## config.mk

```make
export PLATFORM = sky130hd
export DESIGN_NAME = pc_sequencer
export DESIGN_NICKNAME = d
export VERILOG_FILES = /design/src/rtl/pc_sequencer.sv
export SDC_FILE = /design/constraint.sdc
export NUM_CORES = 1
export LEC_CHECK = 0
export CAP_MARGIN = 20
export CORE_MARGIN = 2
export CORE_UTILIZATION = 38
export DETAILED_ROUTE_END_ITERATION = 16
export DONT_BUFFER_PORTS = 1
export HOLD_SLACK_MARGIN = 0.1
export PLACE_DENSITY = 0.58
export SETUP_SLACK_MARGIN = 0.1
export SYNTH_ARGS = -nofsm -noshare
export SYNTH_HDL_FRONTEND = slang
export SYNTH_SLANG_ARGS = --single-unit
```

## constraint.sdc

```tcl
create_clock -name clk -period 1.85 [get_ports clk]
set_input_delay 0.37 -clock clk [delete_from_list [all_inputs] [get_ports clk]]
set_output_delay 0.37 -clock clk [all_outputs]
set_load 0.01 [all_outputs]
```

## src/rtl/pc_sequencer.sv

```systemverilog
// ----------------------------------------------------------------------------
// pc_sequencer: program counter register with PC-source select, N/Z flags and
// a jump-through-memory pointer fetch (req/ack with timeout).
// Revision: 1.0
// ----------------------------------------------------------------------------
`default_nettype none

module pc_sequencer #(
    parameter int              PC_W     = 32,
    parameter logic [PC_W-1:0] RESET_PC = '0,
    parameter int              TIMEOUT  = 15
) (
    input  logic            clk,
    input  logic            rst_n,
    input  logic            en,
    input  logic [1:0]      pc_src,
    input  logic [PC_W-1:0] target,
    input  logic            alu_n,
    input  logic            alu_z,
    input  logic            flag_we,
    output logic            n,
    output logic            z,
    output logic [PC_W-1:0] pc,
    output logic            pc_upd,
    output logic            busy,
    output logic            mem_req,
    output logic [PC_W-1:0] mem_addr,
    input  logic [PC_W-1:0] mem_rdata,
    input  logic            mem_ack,
    output logic            err
);

    localparam int               CNT_W    = (TIMEOUT > 1) ? $clog2(TIMEOUT) : 1;
    localparam logic [CNT_W-1:0] CNT_LAST = CNT_W'(TIMEOUT - 1);
    localparam logic [PC_W-1:0]  PC_ONE   = PC_W'(1);

    typedef enum logic [0:0] {
        ST_RUN     = 1'b0,
        ST_JM_WAIT = 1'b1
    } state_t;

    state_t            state_q, state_d;
    logic [PC_W-1:0]   pc_q, pc_d;
    logic [PC_W-1:0]   mem_addr_q, mem_addr_d;
    logic [CNT_W-1:0]  cnt_q, cnt_d;
    logic              n_q, n_d, z_q, z_d;
    logic              pc_upd_q, pc_upd_d;
    logic              busy_q, busy_d;
    logic              mem_req_q, mem_req_d;
    logic              err_q, err_d;

    always_ff @(posedge clk or negedge rst_n) begin
        if (!rst_n) begin
            state_q    <= ST_RUN;
            pc_q       <= RESET_PC;
            mem_addr_q <= '0;
            cnt_q      <= '0;
            n_q        <= 1'b0;
            z_q        <= 1'b0;
            pc_upd_q   <= 1'b0;
            busy_q     <= 1'b0;
            mem_req_q  <= 1'b0;
            err_q      <= 1'b0;
        end else begin
            state_q    <= state_d;
            pc_q       <= pc_d;
            mem_addr_q <= mem_addr_d;
            cnt_q      <= cnt_d;
            n_q        <= n_d;
            z_q        <= z_d;
            pc_upd_q   <= pc_upd_d;
            busy_q     <= busy_d;
            mem_req_q  <= mem_req_d;
            err_q      <= err_d;
        end
    end

    always_comb begin
        state_d    = state_q;
        pc_d       = pc_q;
        mem_addr_d = mem_addr_q;
        cnt_d      = cnt_q;
        n_d        = n_q;
        z_d        = z_q;
        pc_upd_d   = 1'b0;
        busy_d     = busy_q;
        mem_req_d  = mem_req_q;
        err_d      = 1'b0;

        // Flags load independently of en and of the sequencing state.
        if (flag_we) begin
            n_d = alu_n;
            z_d = alu_z;
        end

        case (state_q)
            ST_RUN: begin
                if (en) begin
                    case (pc_src)
                        2'd1: begin
                            pc_d     = target;
                            pc_upd_d = 1'b1;
                        end
                        2'd2: begin
                            mem_req_d  = 1'b1;
                            mem_addr_d = target;
                            cnt_d      = '0;
                            busy_d     = 1'b1;
                            state_d    = ST_JM_WAIT;
                        end
                        2'd3: begin
                            pc_d     = pc_q + PC_ONE;
                            pc_upd_d = 1'b1;
                            err_d    = 1'b1;
                        end
                        default: begin
                            pc_d     = pc_q + PC_ONE;
                            pc_upd_d = 1'b1;
                        end
                    endcase
                end
            end
            ST_JM_WAIT: begin
                // An ack arriving on the final allowed cycle still wins over the abort.
                if (mem_ack) begin
                    pc_d      = mem_rdata;
                    pc_upd_d  = 1'b1;
                    mem_req_d = 1'b0;
                    busy_d    = 1'b0;
                    state_d   = ST_RUN;
                end else if (cnt_q == CNT_LAST) begin
                    pc_d      = pc_q + PC_ONE;
                    pc_upd_d  = 1'b1;
                    err_d     = 1'b1;
                    mem_req_d = 1'b0;
                    busy_d    = 1'b0;
                    state_d   = ST_RUN;
                end else begin
                    cnt_d = cnt_q + CNT_W'(1);
                end
            end
            default: state_d = ST_RUN;
        endcase
    end

    assign n        = n_q;
    assign z        = z_q;
    assign pc       = pc_q;
    assign pc_upd   = pc_upd_q;
    assign busy     = busy_q;
    assign mem_req  = mem_req_q;
    assign mem_addr = mem_addr_q;
    assign err      = err_q;

endmodule

`default_nettype wire
```

After elaboration in Yosys (flattened, before gate mapping)
Index checks and enable logic that the tools add are counted.
- flip-flop bits (word level): 74
- bits of input ports: 73
- output and inout port bits: 70
- logic and storage cells: 55
- $add $sub $neg: 2
- eq/ne operators: 10
- mux-type cells: 29
- bitwise logic cells: 1
- reduce and logical (&&, ||, !) cells: 4
- operators by type and width (kind ; number):
    $pmux W32 S2 ; 2
    $mux W32 ; 3
    $add A32 B1 Y32 const B ; 1
    $mux W4 ; 4
    $mux W1 ; 15
    $reduce_and A3 Y1 ; 3
    $ne A2 B2 Y1 const B ; 4
    $pmux W1 S2 ; 4
    $pmux W4 S2 ; 1
    $add A4 B1 Y4 const B ; 1
    $eq A2 B2 Y1 const B ; 2
    $eq A4 B4 Y1 const B ; 1
    $reduce_and A4 Y1 ; 1
    $ne A3 B2 Y1 const B ; 1
    $eq A2 B1 Y1 const B ; 1
    $ne A2 B1 Y1 const B ; 1
    $not A1 Y1 ; 1

Longest topological paths before layout
- depth after elaboration: 4
- depth in mapped cells: 10
- mapped depth without buffers: 8

Worst setup path after synthesis
No wires, ideal clock.
- path type: register -> register
- from: register pc_q[0] (netlist: pc[0])
- to: register pc_q[18] (netlist: pc[18])
- library setup time: 0.127 ns
- data arrival time: 1.789 ns
- data required time: 1.723 ns
- slack: -0.066 ns
- stages on the path, launching flop included: 8
- buffers on the path: 1
- clock period less this slack: 1.916 ns
- path through: dfrtp_1 > ha_1 > and4_1 > and4_1 > clkbuf_1 > and3_1 > a222oi_1 > o2bb2ai_1
- cells in the longest elaborated chain, start to end: 4
- elaborated cells between the ends (all ways): 6
- those cells by class: add/sub (1); mux (5)
- RTL lines (element ; RTL line ; text):
    start, declared ; 43 ; logic [PC_W-1:0] pc_q, pc_d;
    start signal, assigned ; 66 ; pc_q <= pc_d;
    $add A32 B1 Y32 * ; 112, 117, 132 ;
    $pmux W32 S2 / $mux W32 (equally long branches) ; 99, 131 ;
    $mux W32, on equally long branches ; 98, 125 ;
    $pmux W32 S2 * ; 96 ; case (state_q)
Mark *: on every way between the ends. The rest lies on a longest branch, timed or not. The select of a mux whose other input is x is not followed.
A chain may end at the register's enable or synchronous reset.

Worst setup path after layout
- from: register pc_q[5] (netlist: pc[5])
- to: register pc_q[25] (netlist: pc[25])
Same word-level chain as after synthesis.

==> out/summary.txt <==
gr usage total: 0.204
Power, Total: 5.77 mW
Post-Syn Area: 4050 um^2
fin util: 0.491
Setup crit end kind: register
EDFF count, synth: 0
total negative setup slack: 0 ns
drt first pass iters: 5
final period utilization: 0.950
TritonCTS buffer count: 9
leading area contributor after synthesis: dfrtp_1
RSZ-0062 raised after global routing: yes
Arr. time, crit path: 2.05 ns
Worst setup SP type: register
Max Freq: 0.569 GHz
vias: 3,466
outcome: complete, but fails checks
crit-path cells: nand4_4 -> nor4_4 -> nand3_4 -> or4b_1 -> nand3_1
max cap viols: 0
first-pass GRT wire length: 18.4 mm
die footprint: 11,500 um^2
Worst EP required: 2.14 ns
Fin Clk Skew: 0.00541 ns
worst-path maximum fanout: 7
Syn Nets: 468
actual slew at the worst max-slew pin: 0.356 ns
Residual DRC: 0
Final Setup Violations: 0
Die H: 107 um
Core Region: 10,300 um^2
switching part of the total: 0.369
GRT overflow: 0
Pint: 3.64 mW
failing checks: hold timing
routability cong.: 0.824
H-tree depth: 3
Post-DRT Antenna Nets: 0
number of library cell types mapped by synthesis: 61
DP HPWL: 8.08 mm
Power Density: 1140 nW/um^2
Switch Pwr: 2.13 mW
final wirelength: 12.0 mm
Place WS: 0.0256 ns
clk buf depth: 2
Final nets: 519
Area Overhead vs Synth: 25.1%
Hold Vio Cnt, Final: 74
dpl cells: 554
IO buf count: 0
DP Area: 4570 um^2
syn_area_per_cell: 10.3 um^2
Clock Power Share: 0.237
FF+latch count, synth: 74
CTS sink cnt: 74
register area share after synthesis: 0.457
WL/cell: 20.5 um
Starting Density: 0.393
vias in the first global route: 3,605
initial antenna violation count: 0
Logic pwr share: 0.312
Seq pwr share: 0.451
initial DRC count: 175
worst-skew pair later-pin latency: 0.35 ns
worst hold slack: -0.294 ns
max_slew headroom: 0.763
post-route cell area: 5070 um^2
post-synth top area share: 0.457
largest net degree at the start of global routing: 75
HP Class: in -> async
layout cells sized above 1: 0.375
via density per instance: 5.93
# IOs: 143
minimum clock period: 1.76 ns
maximum vdd drop: 0.606 mV
Antenna diodes: 0
Leakage: 1.99 nW
Worst path max stage delay: 0.52 ns
Most used DFF post-synth: dfrtp_1
max-slew violations: 0
TritonCTS clock tree: built
row cnt: 37
non-filler cells, final: 584
kind of critical path: reg -> reg
root buffer cell: clkbuf_8
setup ws final: 0.0917 ns
Worst-path clk slew: 0.08 ns
Synthesis Warnings: 0
Die X: 107 um
post-synthesis async set-or-reset flop share: 1.00
Register-to-Register Setup Slack: 0.09 ns
Gate Count Post-Synth: 392
critical path's slowest cell: or4b_1
largest cells by area after synthesis: dfrtp_1 (46%), mux2_2 (9.7%), o21ai_0 (5.3%)
## cells by family after synthesis
kind of cell / Yosys count / synth area share
muxes: 39 / 0.107
AOI/OAI and AO/OA: 120 / 0.203
adders and majority gates: 3 / 0.00926
and+or+nand+nor: 122 / 0.179
DFF: 74 / 0.457
xor gates and xnor gates: 2 / 0.00432
buffers and inverters: 32 / 0.0407
## area by class of cell
class | count | area [um^2]
Clock buffer | 11 | 151
Clock inverter | 5 | 61.3
Fill cell | 966 | 5250
Inverter | 6 | 27.5
Multi-Input combinational cell | 286 | 2200
Sequential cell | 74 | 1860
Tap cell | 136 | 170
Timing Repair Buffer | 66 | 604
## repair_timing
item,in CTS,in global routing
cloned,0,2
endpoints found under the setup margin,28,30
gates resized for setup,10,50
setup buffers,7,5
hold endpoints to repair,74,74
pin swaps,5,18
## power groups by stage
stage / sequential (mW) / clock (mW) / combinational [mW]
after floorplan: 2.70 / 0 / 0.826
after global placement: 2.61 / 0 / 1.56
after detailed placement: 2.64 / 0 / 1.58
after CTS: 2.60 / 1.40 / 1.64
after global routing: 2.66 / 1.45 / 1.98
final: 2.60 / 1.37 / 1.80
## metal layers
metal / global-route usage / part of all wire
met5: 0 / 0
met4: 0.0696 / 0.018
met3: 0.0636 / 0.084
met2: 0.326 / 0.48
met1: 0.263 / 0.42
## cells in the final DEF, fill, tap and decap left out, drive strengths merged, types with 2 or more instances in the layout
master    netlist  final
dfrtp          74     74
buf            12     64
o21ai          46     46
mux2           35     35
nor2           26     26
nand2          21     21
nand3          17     17
clkbuf         14     13
a221oi         11     11
a21oi          11     11
a22o            9      9
nor3            9      9
a22oi           8      8
nand4           7      7
inv             6      7
and3            7      7
nor4            6      6
a222oi          5      5
a31oi           5      5
and2            5      5
and4            5      5
mux2i           4      4
o2bb2ai         4      4
a41oi           4      4
nor3b           4      4
o211ai          3      3
or4             3      3
o31a            3      3
clkinvlp        0      3
or2             3      3
ha              3      3
xor2            2      2
o21a            2      2
o22ai           2      2
o41a            2      2
nand3b          2      2
nor2b           2      2
## cell usage after synthesis (all sizes together) (2+ instances only)
cell,number
clkbuf,14
nor3b,4
xor2,2
a222oi,5
a31oi,5
o22ai,2
dfrtp,74
inv,6
o31a,3
or4,3
nand2,21
nor3,9
o21a,2
buf,12
nor2,26
o211ai,3
a41oi,4
mux2,35
ha,3
nand3,17
o41a,2
nor4,6
nor2b,2
o2bb2ai,4
and4,5
a22oi,8
a22o,9
or2,3
nand4,7
and3,7
o21ai,46
a221oi,11
nand3b,2
and2,5
mux2i,4
a21oi,11
## path summary, 6_finish.rpt
path | from | to | depth (start not counted)
worst max-delay path | pc[5] | pc[25] | 5
worst min register to register | mem_addr[21] | mem_addr[21] | 1
max in group asynchronous | rst_n | pc[25] | 0
worst min-delay path | rst_n | mem_addr[3] | 0
worst max register to register | pc[5] | pc[25] | 5
min in group clk | pc_src[0] | err | 1
## worst max-delay path: cells and delay by family, from the launching register on
family | cells | cell delay [ns]
AND/OR/NAND/NOR | 5 | 1.31
flip-flops | 1 | 0.39
No activity file was read; power rests on OpenSTA's default activity.
